===== src/rtl/countdown_pkg.sv =====
`default_nettype none
// ----------------------------------------------------------------------------
// countdown_pkg - shared FSM state, counter-op types and default sizing
// Revision: 1.0
// ----------------------------------------------------------------------------
package countdown_pkg;

  localparam int N_DEFAULT     = 128;
  localparam int WIDTH_DEFAULT = 8;

  typedef enum logic [1:0] {
    IDLE = 2'd0,
    RUN  = 2'd1,
    DONE = 2'd2
  } state_t;

  typedef enum logic [2:0] {
    CNT_HOLD   = 3'd0,
    CNT_LOAD   = 3'd1,
    CNT_DEC    = 3'd2,
    CNT_CLEAR  = 3'd3,
    CNT_RELOAD = 3'd4
  } cnt_op_t;

endpackage
`default_nettype wire


===== src/rtl/countdown_if.sv =====
`default_nettype none
// ----------------------------------------------------------------------------
// countdown_if - request/status bundle between a controller and countdown_seq
// Revision: 1.0
// ----------------------------------------------------------------------------
interface countdown_if
  import countdown_pkg::*;
#(
  parameter int WIDTH = WIDTH_DEFAULT
);

  logic             start;
  logic [WIDTH-1:0] load_val;
  logic             enable;
  logic             abort;
  logic             ack;
  logic [WIDTH-1:0] count;
  logic             busy;
  logic             tc;
  logic             done;

  modport master (
    output start, load_val, enable, abort, ack,
    input  count, busy, tc, done
  );

  modport slave (
    input  start, load_val, enable, abort, ack,
    output count, busy, tc, done
  );

endinterface
`default_nettype wire


===== src/rtl/countdown_reg.sv =====
`default_nettype none
// ----------------------------------------------------------------------------
// countdown_reg - clamped load/hold/decrement/clear count register; the reload
// copy exists only when COUNTDOWN_AUTORELOAD_EN is defined.
// Revision: 1.0
// ----------------------------------------------------------------------------
module countdown_reg
  import countdown_pkg::*;
#(
  parameter int N     = N_DEFAULT,
  parameter int WIDTH = WIDTH_DEFAULT
) (
  input  logic             clk,
  input  logic             rstn,
  input  cnt_op_t          op,
  input  logic [WIDTH-1:0] load_val,
  output logic [WIDTH-1:0] count
);

  localparam logic [WIDTH-1:0] MAX_COUNT = WIDTH'(N - 1);

  if (N < 2 || N > (1 << WIDTH)) begin : g_bad_params
    $error("countdown_reg: N-1 must fit in WIDTH bits");
  end

  logic [WIDTH-1:0] clamped;
  assign clamped = (load_val > MAX_COUNT) ? MAX_COUNT : load_val;

`ifdef COUNTDOWN_AUTORELOAD_EN
  logic [WIDTH-1:0] reload_val;

  always_ff @(posedge clk) begin
    if (!rstn)
      reload_val <= '0;
    else if (op == CNT_LOAD)
      reload_val <= clamped;
  end
`endif

  always_ff @(posedge clk) begin
    if (!rstn) begin
      count <= '0;
    end else begin
      case (op)
        CNT_LOAD:  count <= clamped;
        CNT_DEC:   if (count != '0) count <= count - 1'b1;
        CNT_CLEAR: count <= '0;
`ifdef COUNTDOWN_AUTORELOAD_EN
        CNT_RELOAD: count <= reload_val;
`endif
        default: ;
      endcase
    end
  end

endmodule
`default_nettype wire


===== src/rtl/countdown_seq.sv =====
`default_nettype none
// ----------------------------------------------------------------------------
// countdown_seq - IDLE/RUN/DONE countdown sequencer; define
// COUNTDOWN_AUTORELOAD_EN for periodic (auto-reloading) mode.
// Revision: 1.0
// ----------------------------------------------------------------------------
module countdown_seq
  import countdown_pkg::*;
#(
  parameter int N     = N_DEFAULT,
  parameter int WIDTH = WIDTH_DEFAULT
) (
  input  logic        clk,
  input  logic        rstn,
  countdown_if.slave  bus
);

  state_t           state;
  state_t           state_nxt;
  cnt_op_t          op;
  logic             tc_q;
  logic             tc_nxt;
  logic [WIDTH-1:0] count;
  logic             count_is_one;

  assign count_is_one = (count == WIDTH'(1));

  countdown_reg #(
    .N     (N),
    .WIDTH (WIDTH)
  ) u_reg (
    .clk      (clk),
    .rstn     (rstn),
    .op       (op),
    .load_val (bus.load_val),
    .count    (count)
  );

  always_ff @(posedge clk) begin
    if (!rstn) begin
      state <= IDLE;
      tc_q  <= 1'b0;
    end else begin
      state <= state_nxt;
      tc_q  <= tc_nxt;
    end
  end

  // abort outranks enable in RUN; start is only looked at in IDLE
  always_comb begin
    state_nxt = state;
    op        = CNT_HOLD;
    tc_nxt    = 1'b0;
    case (state)
      IDLE: begin
        if (bus.start) begin
          if (bus.load_val == '0) begin
            state_nxt = DONE;
            op        = CNT_CLEAR;
            tc_nxt    = 1'b1;
          end else begin
            state_nxt = RUN;
            op        = CNT_LOAD;
          end
        end
      end
      RUN: begin
        if (bus.abort) begin
          state_nxt = IDLE;
          op        = CNT_CLEAR;
        end else if (bus.enable) begin
          if (count_is_one) begin
            tc_nxt = 1'b1;
`ifdef COUNTDOWN_AUTORELOAD_EN
            op     = CNT_RELOAD;
`else
            op        = CNT_CLEAR;
            state_nxt = DONE;
`endif
          end else begin
            op = CNT_DEC;
          end
        end
      end
      DONE: begin
        if (bus.ack)
          state_nxt = IDLE;
      end
      default: state_nxt = IDLE;
    endcase
  end

  assign bus.count = count;
  assign bus.busy  = (state == RUN);
  assign bus.tc    = tc_q;
  assign bus.done  = (state == DONE);

endmodule
`default_nettype wire


===== src/flat_wrapper.sv =====
// flat-port wrapper written by rule: the top's interface ports become plain ports
module countdown_seq_flat import countdown_pkg::*;
#(
  parameter int N     = N_DEFAULT,
  parameter int WIDTH = WIDTH_DEFAULT
)
  (clk, rstn, bus_start, bus_load_val, bus_enable, bus_abort, bus_ack, bus_count, bus_busy, bus_tc, bus_done);
  countdown_if #(.WIDTH(WIDTH)) bus_i ();
  input  logic clk;
  input  logic rstn;
  input wire logic [$bits(bus_i.start)-1:0] bus_start;
  input wire logic [$bits(bus_i.load_val)-1:0] bus_load_val;
  input wire logic [$bits(bus_i.enable)-1:0] bus_enable;
  input wire logic [$bits(bus_i.abort)-1:0] bus_abort;
  input wire logic [$bits(bus_i.ack)-1:0] bus_ack;
  output wire logic [$bits(bus_i.count)-1:0] bus_count;
  output wire logic [$bits(bus_i.busy)-1:0] bus_busy;
  output wire logic [$bits(bus_i.tc)-1:0] bus_tc;
  output wire logic [$bits(bus_i.done)-1:0] bus_done;
  assign bus_i.start = bus_start;
  assign bus_i.load_val = bus_load_val;
  assign bus_i.enable = bus_enable;
  assign bus_i.abort = bus_abort;
  assign bus_i.ack = bus_ack;
  assign bus_count = bus_i.count;
  assign bus_busy = bus_i.busy;
  assign bus_tc = bus_i.tc;
  assign bus_done = bus_i.done;
  countdown_seq #(.N(N), .WIDTH(WIDTH)) u_core (.clk(clk), .rstn(rstn), .bus(bus_i));
endmodule

===== config.mk =====
export PLATFORM = sky130hd
export DESIGN_NAME = countdown_seq_flat
export DESIGN_NICKNAME = d
export VERILOG_FILES = /design/src/rtl/countdown_pkg.sv /design/src/rtl/countdown_if.sv /design/src/rtl/countdown_reg.sv /design/src/rtl/countdown_seq.sv /design/src/flat_wrapper.sv
export SDC_FILE = /design/constraint.sdc
export NUM_CORES = 1
export LEC_CHECK = 0
export BUFFER_PORTS_ARGS = -buffer_cell sky130_fd_sc_hd__buf_2
export CORE_MARGIN = 1.5
export CORE_UTILIZATION = 54
export CTS_CLUSTER_SIZE = 14
export DETAILED_ROUTE_END_ITERATION = 8
export PLACE_DENSITY_LB_ADDON = 0.12
export SKIP_CTS_REPAIR_TIMING = 1
export SYNTH_ARGS = -nofsm -noshare
export SYNTH_HDL_FRONTEND = slang
export SYNTH_SLANG_ARGS = --single-unit

===== constraint.sdc =====
create_clock -name clk -period 2.41 [get_ports clk]
set_input_delay 0.3615 -clock clk [delete_from_list [all_inputs] [get_ports clk]]
set_output_delay 0.3615 -clock clk [all_outputs]
set_load 0.01 [all_outputs]

After elaboration in Yosys (flattened, before gate mapping)
Index checks and enable logic that the tools add are counted.
{"block": "op_classes", "eq_ne": 11, "addsub": 1, "n_reduce_logical": 6, "n_mux": 22, "magnitude_cmp": 1}
{"op": "$pmux W8 S3", "count": 1}
{"op": "$mux W8", "count": 2}
{"op": "$mux W2", "count": 7}
{"op": "$mux W3", "count": 3}
{"op": "$eq A8 B1 Y1 const B", "count": 1}
{"op": "$gt A8 B7 Y1 const B", "count": 1}
{"op": "$logic_not A8 Y1", "count": 1}
{"op": "$reduce_bool A8 Y1", "count": 1}
{"op": "$sub A8 B1 Y8 const B", "count": 1}
{"op": "$eq A3 B2 Y1 const B", "count": 2}
{"op": "$mux W1", "count": 6}
{"op": "$ne A2 B2 Y1 const B", "count": 3}
{"op": "$pmux W2 S3", "count": 1}
{"op": "$pmux W3 S2", "count": 1}
{"op": "$reduce_and A4 Y1", "count": 1}
{"op": "$eq A3 B1 Y1 const B", "count": 1}
{"op": "$ne A3 B2 Y1 const B", "count": 1}
{"op": "$ne A3 B3 Y1 const B", "count": 1}
{"op": "$reduce_bool A3 Y1", "count": 1}
{"op": "$eq A2 B1 Y1 const B", "count": 1}
{"op": "$eq A2 B2 Y1 const B", "count": 1}
{"op": "$logic_not A2 Y1", "count": 1}
{"op": "$pmux W1 S2", "count": 1}
{"op": "$reduce_and A2 Y1", "count": 1}
{"block": "totals", "reg_bits": 11, "in_bits": 14}

Depth between registers and ports, before layout
Gate-level depths: netlist of run 1.
{"block": "depth", "depth_word": 8, "depth_mapped": 7}

Hierarchy
From an unflattened synthesis of run 1, not the netlist that was laid out.
{"block": "unflattened", "hier_cells": 107, "area_unflattened_um2": 858.3}
{"module": "countdown_reg", "n_inst": 1, "cells_each": 76, "seq_area_each_um2": 160.2, "area_each_um2": 591.8}
{"module": "countdown_seq", "n_inst": 1, "cells_each": 31, "seq_area_each_um2": 60.1, "area_each_um2": 266.5}

Worst setup path after synthesis of run 1
Ideal clock, no wire load.
{"block": "synth_timing", "path_type": "reg2reg", "from": "register u_core.u_reg.count[1]", "to": "register u_core.u_reg.count[4]", "stages_incl_launch_ff": 7, "setup_slack_ps": 886, "period_less_slack_ps": 1524, "arrival_time_ps": 1407, "n_path_buf": 0, "path_cell_list": "dfxtp_1 inv_1 ha_1 and3_4 a31oi_4 nand2_2 a32o_1"}
{"block": "synth_via", "elab_chain_cells": 8, "elab_cells_between_ends": 15, "cone_classes": "1 x add/sub; 5 x eq/ne; 6 x mux; 3 x reduce/logical"}
{"element": "start: declaration", "line_no": "countdown_reg.sv:17", "source": "output logic [WIDTH-1:0] count"}
{"element": "start signal: assignment", "line_no": "countdown_reg.sv:45", "source": "CNT_LOAD: count <= clamped;"}
{"element": "start signal: assignment", "line_no": "countdown_reg.sv:46", "source": "CNT_DEC: if (count != '0) count <= count - 1'b1;"}
{"element": "$eq A8 B1 Y1", "line_no": "countdown_seq.sv:26", "source": "assign count_is_one = (count == WIDTH'(1));"}
{"element": "$mux W1", "line_no": "countdown_seq.sv:72", "source": "if (count_is_one) begin"}
{"element": "$mux W3", "line_no": "countdown_seq.sv:71", "source": "end else if (bus.enable) begin"}
{"element": "$mux W3", "line_no": "countdown_seq.sv:68", "source": "if (bus.abort) begin"}
{"element": "$pmux W3 S2", "line_no": "countdown_seq.sv:54", "source": "case (state)"}
{"element": "$eq A3 B2 Y1 / $eq A3 B1 Y1 (equally long branches)", "line_no": "countdown_reg.sv:44", "source": "case (op)"}
{"element": "$ne A2 B2 Y1 (no source line) / $reduce_bool A3 Y1 (equally long branches)"}
{"element": "$reduce_and A2 Y1 (no source line)"}
Parallel ways exist; a longest one is shown, timed or not. The select of a mux whose other input is x is not followed.
A chain may end at the register's enable or synchronous reset.

Worst setup path in the final report of run 1
{"block": "layout_timing", "from": "register u_core.state[0]", "to": "register u_core.u_reg.count[5]"}
{"block": "layout_via", "elab_chain_cells": 5, "elab_cells_between_ends": 10, "cone_classes": "5 x eq/ne; 2 x mux; 3 x reduce/logical"}
{"element": "start: declaration", "line_no": "countdown_seq.sv:18", "source": "state_t state;"}
{"element": "start signal: assignment", "line_no": "countdown_seq.sv:44", "source": "state <= state_nxt;"}
{"element": "$eq A2 B1 Y1 / $logic_not A2 Y1 (equally long branches)", "line_no": "countdown_seq.sv:54"}
{"element": "$pmux W3 S2 (*)", "line_no": "countdown_seq.sv:54"}
{"element": "$eq A3 B2 Y1 / $eq A3 B1 Y1 (equally long branches)", "line_no": "countdown_reg.sv:44"}
{"element": "$ne A2 B2 Y1 (no source line) / $reduce_bool A3 Y1 (equally long branches)"}
{"element": "$reduce_and A2 Y1 (no source line)"}
Mark *: on every way between the ends. The rest lies on a longest branch, timed or not.

==> impl_metrics.py, run 1 <==
metrics = {
    "logic_synthesis": {
        "syn_avg_cell_area_um2": 8.494,
        "synth_nets": 121,
        "synthDistinctLibCells": 52,
        "synth_seq_area_share": 0.2493,
        "synth_edf_count": 0,
        "synth-warning-count": 0,
        "ys_async_sr_fraction": 0,
        "ys.flop_type": "dfxtp_1",
        "netlist_instances": 104,
        "syn_area_um2": 883.3,
        "synth-seq-cells": 11,
    },
    "route": {
        "num_vias": 907,
        "routed_via_density": 6.255,
        "drc": 0,
        "wl_um": 2134,
        "drt-initial-drc-count": 25,
        "dr.pass1.iters": 4,
        "final_antenna_net_count": 0,
        "wl_per_cell_um": 14.72,
    },
    "placed_design": {
        "place.gp.congestion": 0.8072,
        "pre_cts_ws_ns": 0.7413,
        "portBuffers": 24,
        "dp.final_hpwl_um": 1639,
    },
    "timing": {
        "fin_ws_ns": 0.7589,
        "slew_violations": 0,
        "slew_headroom": 0.7387,
        "tightest_slew_ns": 0.3894,
        "setup_violations": 0,
        "finClkSkew_ns": 0.002120,
        "fin_setup_tns_ns": 0,
        "period_share": 0.6851,
        "fmax_mhz": 605.7,
        "rsz0062_at_grt": "false",
        "timing.final.crit_period_ns": 1.651,
        "hold_viol": 0,
    },
    "setup_path": {
        "critPathRequiredTime_ns": 2.58,
        "cp_slowest_cell": "dfxtp_1",
        "arrival_ns": 1.82,
        "start_kind": "flip-flop",
        "slowest_delay_ns": 0.53,
        "crit_fanout": 10,
        "crit_type": "reg2reg",
        "crit_chain": "nand2b_2 -> nor2_1 -> or2b_4 -> o211ai_1 -> a21boi_1",
        "crit_path_end_kind": "flip-flop",
    },
    "clock_network": {
        "cts_buffers": 3,
        "clock_sinks": 11,
        "clockBufferDepth": 2,
        "htree_levels": 1,
        "clkTransAtPathRegs_ns": 0.07,
        "cts_tree": "done",
        "cts_root_buf": "clkbuf_4",
        "clock_latency_ns": 0.28,
    },
    "hold_path": {
        "hold_class": "in2reg",
    },
    "die": {
        "die_h_um": 43.45,
        "die_w_um": 43.45,
        "core_um2": 1524,
        "start_util": 0.5796,
        "boundaryPins": 25,
        "die_area_um2": 1887,
        "rows": 14,
    },
    "pwr": {
        "p_leak_nw": 0.4313,
        "p_per_area_nw_per_um2": 565.4,
        "peakVddDrop_mv": 0.4580,
    },
    "layout": {
        "n_antenna_cell": 0,
        "final_cell_mix": "buf_2 (24), nor2_1 (14), dfxtp_1 (11), nand2_1 (5), o21ai_0 (5)",
        "fin_nets": 147,
        "area_delta_synth_final_pct": 16.86,
        "drive_gt1_frac": 0.3333,
        "layout_commonest_cell": "buf_2",
        "fin_util": 0.6773,
    },
    "grt": {
        "grt_pass1_vias": 797,
        "grt_max_degree": 16,
        "grt_overflow": 0,
        "grt.total_usage": 0.2642,
        "grt_pass1_wl_um": 3677,
        "antenna_found_initial": 0,
    },
    "outcome": {
        "status": "finished, final reports clean",
    },
    "job": {
        "cap_viol_max_count": 0,
    },
}
==> report_power, final <==
group	switching [mW]	leakage, nW	total, mW	internal (mW)
combinational	0.126	0.325	0.219	0.0927
clock	0.0697	0.0150	0.134	0.0644
sequential	0.0301	0.0909	0.231	0.201
==> flip-flops by register name, indices dropped and copies added, names as in the netlist <==
name,cells
u_core.state,2
u_core.bus.tc,1
u_core.u_reg.count,8
==> per-stage QoR <==
step / power (mW) / cell area, um2 / hold slack, ns / cells
global route: 0.6257 / 1032 / 0.4507 / 145
global placement: 0.4470 / 1006 / 0.5417 / 141
detailed placement: 0.4504 / 1006 / 0.5368 / 141
CTS: 0.5834 / 1032 / 0.4363 / 145
floorplan: 0.3839 / 883.3 / 0.4976 / 104
finish: 0.5836 / 1032 / 0.4403 / 145
==> layer usage <==
| layer | share of wire | routed length [um] | track usage | vias up |
|---|---|---|---|---|
| met3 | 0.077 | 165 | 0.06250 | 5 |
| met4 | 0.020 | 43 | 0.1091 | 0 |
| met2 | 0.45 | 962 | 0.3761 | 47 |
| met1 | 0.45 | 962 | 0.3824 | 413 |
| li1 | - | - | - | 442 |
| met5 | 0 | 0 | 0 | - |
==> synthesized netlist by cell type (2+ instances only) <==
library cell	n	area share
xor2_1	2	0.020
a21oi_1	3	0.017
nand2_1	5	0.021
nand3_1	2	0.011
nor2b_1	2	0.014
o32ai_1	2	0.020
ha_1	3	0.042
inv_1	3	0.013
o21ai_1	2	0.011
a32o_1	2	0.023
buf_2	2	0.011
and2_1	3	0.021
dfxtp_1	11	0.25
a31o_1	2	0.020
nor2_1	14	0.059
o211ai_1	2	0.017
o22ai_1	3	0.021
nor3_1	3	0.017
o21ai_0	5	0.028
==> worst paths after layout <==
| check | startpoint | end | slack [ns] | depth (start not counted) |
|---|---|---|---|---|
| worst min-delay path | rstn | u_core.u_reg.count[2] | 0.44 | 2 |
| worst max register to register | u_core.state[0] | u_core.u_reg.count[5] | 0.76 | 5 |
| worst min register to register | u_core.u_reg.count[0] | u_core.u_reg.count[0] | 0.55 | 2 |
| worst max-delay path | u_core.state[0] | u_core.u_reg.count[5] | 0.76 | 5 |
==> cells by family (layout without fill, tap and decap cells) <==
family,Yosys count,after routing,synth area share
simple gates,44,44,0.3017
compound gates,35,35,0.3244
flops,11,11,0.2493
buf+inv,7,32,0.03824
fa+ha+maj,3,3,0.04250
xor+xnor,2,2,0.01983
mux,2,2,0.02408
==> layout make-up <==
cell class	count	area (um2)
Tap cell	16	20.02
Clock buffer	4	26.28
Sequential cell	11	220.2
Timing Repair Buffer	24	120.1
Fill cell	124	491.7
Multi-Input combinational cell	86	629.4
Inverter	4	16.27
==> worst max-delay path, delay by kind of cell (launching register included) <==
kind             cells  cell delay (ns)
flip-flops           1             0.53
AO/OA/AOI/OAI        2             0.27
AND/OR/NAND/NOR      3             0.73
Note: power is estimated with default switching activity, not from simulation.
==> run 2, diff against run 1 <==
- CORE_UTILIZATION: 54 -> 46
- clock period: 2.41 -> 1.38 ns (I/O delays scaled with it)
==> run 2 against run 1 <==
The flow now finishes with violations (negative setup slack). Setup slack got worse by 0.93 ns. Via count is 9.5% higher. Critical path depth did not move. Register-to-register slack worse by 0.93 ns. Combinational power is 140% higher. Die area increased by 16%. Utilization rose by 5.4 points. Power is 100% higher. Critical endpoint is now u_core.u_reg.count[4].
==> impl_metrics.py, run 2 (synthesized netlist as in run 1, its figures left out) <==
metrics = {
    "timing": {
        "slew_headroom": 0.7615,
        "setup_violations": 11,
        "timing.final.crit_period_ns": 1.555,
        "rsz0062_at_grt": "true",
        "fmax_mhz": 643.1,
        "period_share": 1.127,
        "slew_violations": 0,
        "hold_viol": 0,
        "fin_ws_ns": -0.1749,
        "tightest_slew_ns": 0.3545,
        "finClkSkew_ns": 0.004002,
    },
    "layout": {
        "seqCellArea_um2": 235.2,
        "area_delta_synth_final_pct": 46.03,
        "fin_nets": 171,
        "drive_gt1_frac": 0.5163,
        "final_cell_mix": "buf_2 (24), buf_4 (24), nor2_1 (14), nand2_1 (5), dfxtp_1 (5)",
        "largest_reg_flops": 8,
        "regMostFlops": "u_core.u_reg.count",
        "n_fill_cell": 161,
        "fin_cells": 178,
        "n_antenna_cell": 0,
        "multi_input_area_um2": 680.7,
    },
    "placed_design": {
        "pre_cts_ws_ns": -0.1620,
        "dp.final_hpwl_um": 2150,
        "dp_cells": 174,
        "portBuffers": 24,
        "place.gp.congestion": 0.9067,
    },
    "grt": {
        "met1_usage": 0.3605,
        "grt_use_met3": 0.05000,
        "grt_pass1_wl_um": 4243,
        "grt_overflow": 0,
        "antenna_found_initial": 0,
        "top_usage_layer": "met2",
        "grt_max_degree": 16,
        "grt_pass1_vias": 1004,
        "use_met2": 0.4438,
        "grt.total_usage": 0.2729,
    },
    "route": {
        "drt-initial-drc-count": 21,
        "routed_via_density": 5.579,
        "drc": 0,
        "num_vias": 993,
        "wl_per_cell_um": 14.56,
        "final_antenna_net_count": 0,
        "wl_um": 2592,
        "dr.pass1.iters": 4,
    },
    "outcome": {
        "violations": "negative setup slack",
        "status": "complete, but fails checks",
    },
    "clock_network": {
        "clkTransAtPathRegs_ns": 0.07,
        "cts_root_buf": "clkbuf_4",
        "htree_levels": 1,
        "clockBufferDepth": 2,
        "clock_latency_ns": 0.28,
        "clock_sinks": 11,
        "cts_tree": "done",
        "cts_buffers": 3,
    },
    "die": {
        "die_h_um": 46.82,
        "die_w_um": 46.82,
        "start_util": 0.5007,
        "boundaryPins": 25,
        "core_um2": 1764,
        "die_area_um2": 2192,
        "rows": 15,
    },
    "setup_path": {
        "critPathRequiredTime_ns": 1.55,
        "crit_fanout": 4,
        "start_kind": "flip-flop",
        "crit_path_end_kind": "flip-flop",
        "arrival_ns": 1.72,
        "crit_type": "reg2reg",
    },
    "job": {
        "cap_viol_max_count": 0,
    },
    "pwr": {
        "peakVddDrop_mv": 0.6311,
        "p_per_area_nw_per_um2": 905.8,
        "p_leak_nw": 0.5597,
        "power.total_mw": 1.169,
    },
    "hold_path": {
        "hold_class": "in2reg",
    },
}
run 2: changes by cell type in the layout (fill, tap and decap cells not counted), moves of 2 or more:
cell,delta
dfxtp_4,+3
o32ai_1,-2
buf_4,+24
dfxtp_1,-6
dfxtp_2,+3
o32ai_2,+2
run 2: layer usage:
metal	wire length, um	vias to the layer above
li1	-	498
met1	1203	469
met2	1281	24
met3	87	2
met4	19	0
met5	0	-
run 2: layout make-up:
cell class	instances	share of cell area
Sequential cell	11	0.1823
Timing Repair Buffer	48	0.2328
Clock buffer	4	0.02037
Multi-Input combinational cell	86	0.5276
Inverter	4	0.01261
Tap cell	25	0.02425
run 2: worst paths after layout:
check / start / cells past startpoint / slack [ns] / endpoint
setup / recovery: u_core.u_reg.count[4] / 5 / -0.17 / u_core.u_reg.count[4]
hold / removal: rstn / 3 / 0.29 / u_core.u_reg.count[7]
setup reg to reg: u_core.u_reg.count[4] / 5 / -0.17 / u_core.u_reg.count[4]
hold reg to reg: u_core.u_reg.count[0] / 2 / 0.54 / u_core.u_reg.count[0]
run 2: critical path, cell delays in order (launching register included):
cell and delay, ns:
dfxtp_4 0.36, nor4_4 0.32, and3_2 0.28, or2b_4 0.14
nand2_2 0.08, a32o_1 0.27
run 2: report_power, final:
group	internal (mW)	leakage (nW)	switching [mW]
clock	0.112	0.0150	0.126
sequential	0.357	0.0934	0.0399
combinational	0.255	0.451	0.279
total	0.724	0.560	0.445
run 2: through the flow:
step,setup TNS [ns],instance area [um2],utilization,hold slack [ns]
finish,-0.9543,1290,0.7312,0.2938
global route,-1.975,1290,0.7312,0.3128
CTS,-1.046,1250,0.7085,0.2840
detailed placement,-0.9196,1224,0.6936,0.5270
global placement,-0.5652,1224,0.6936,0.5251
floorplan,-0.2413,909.6,-,0.3356
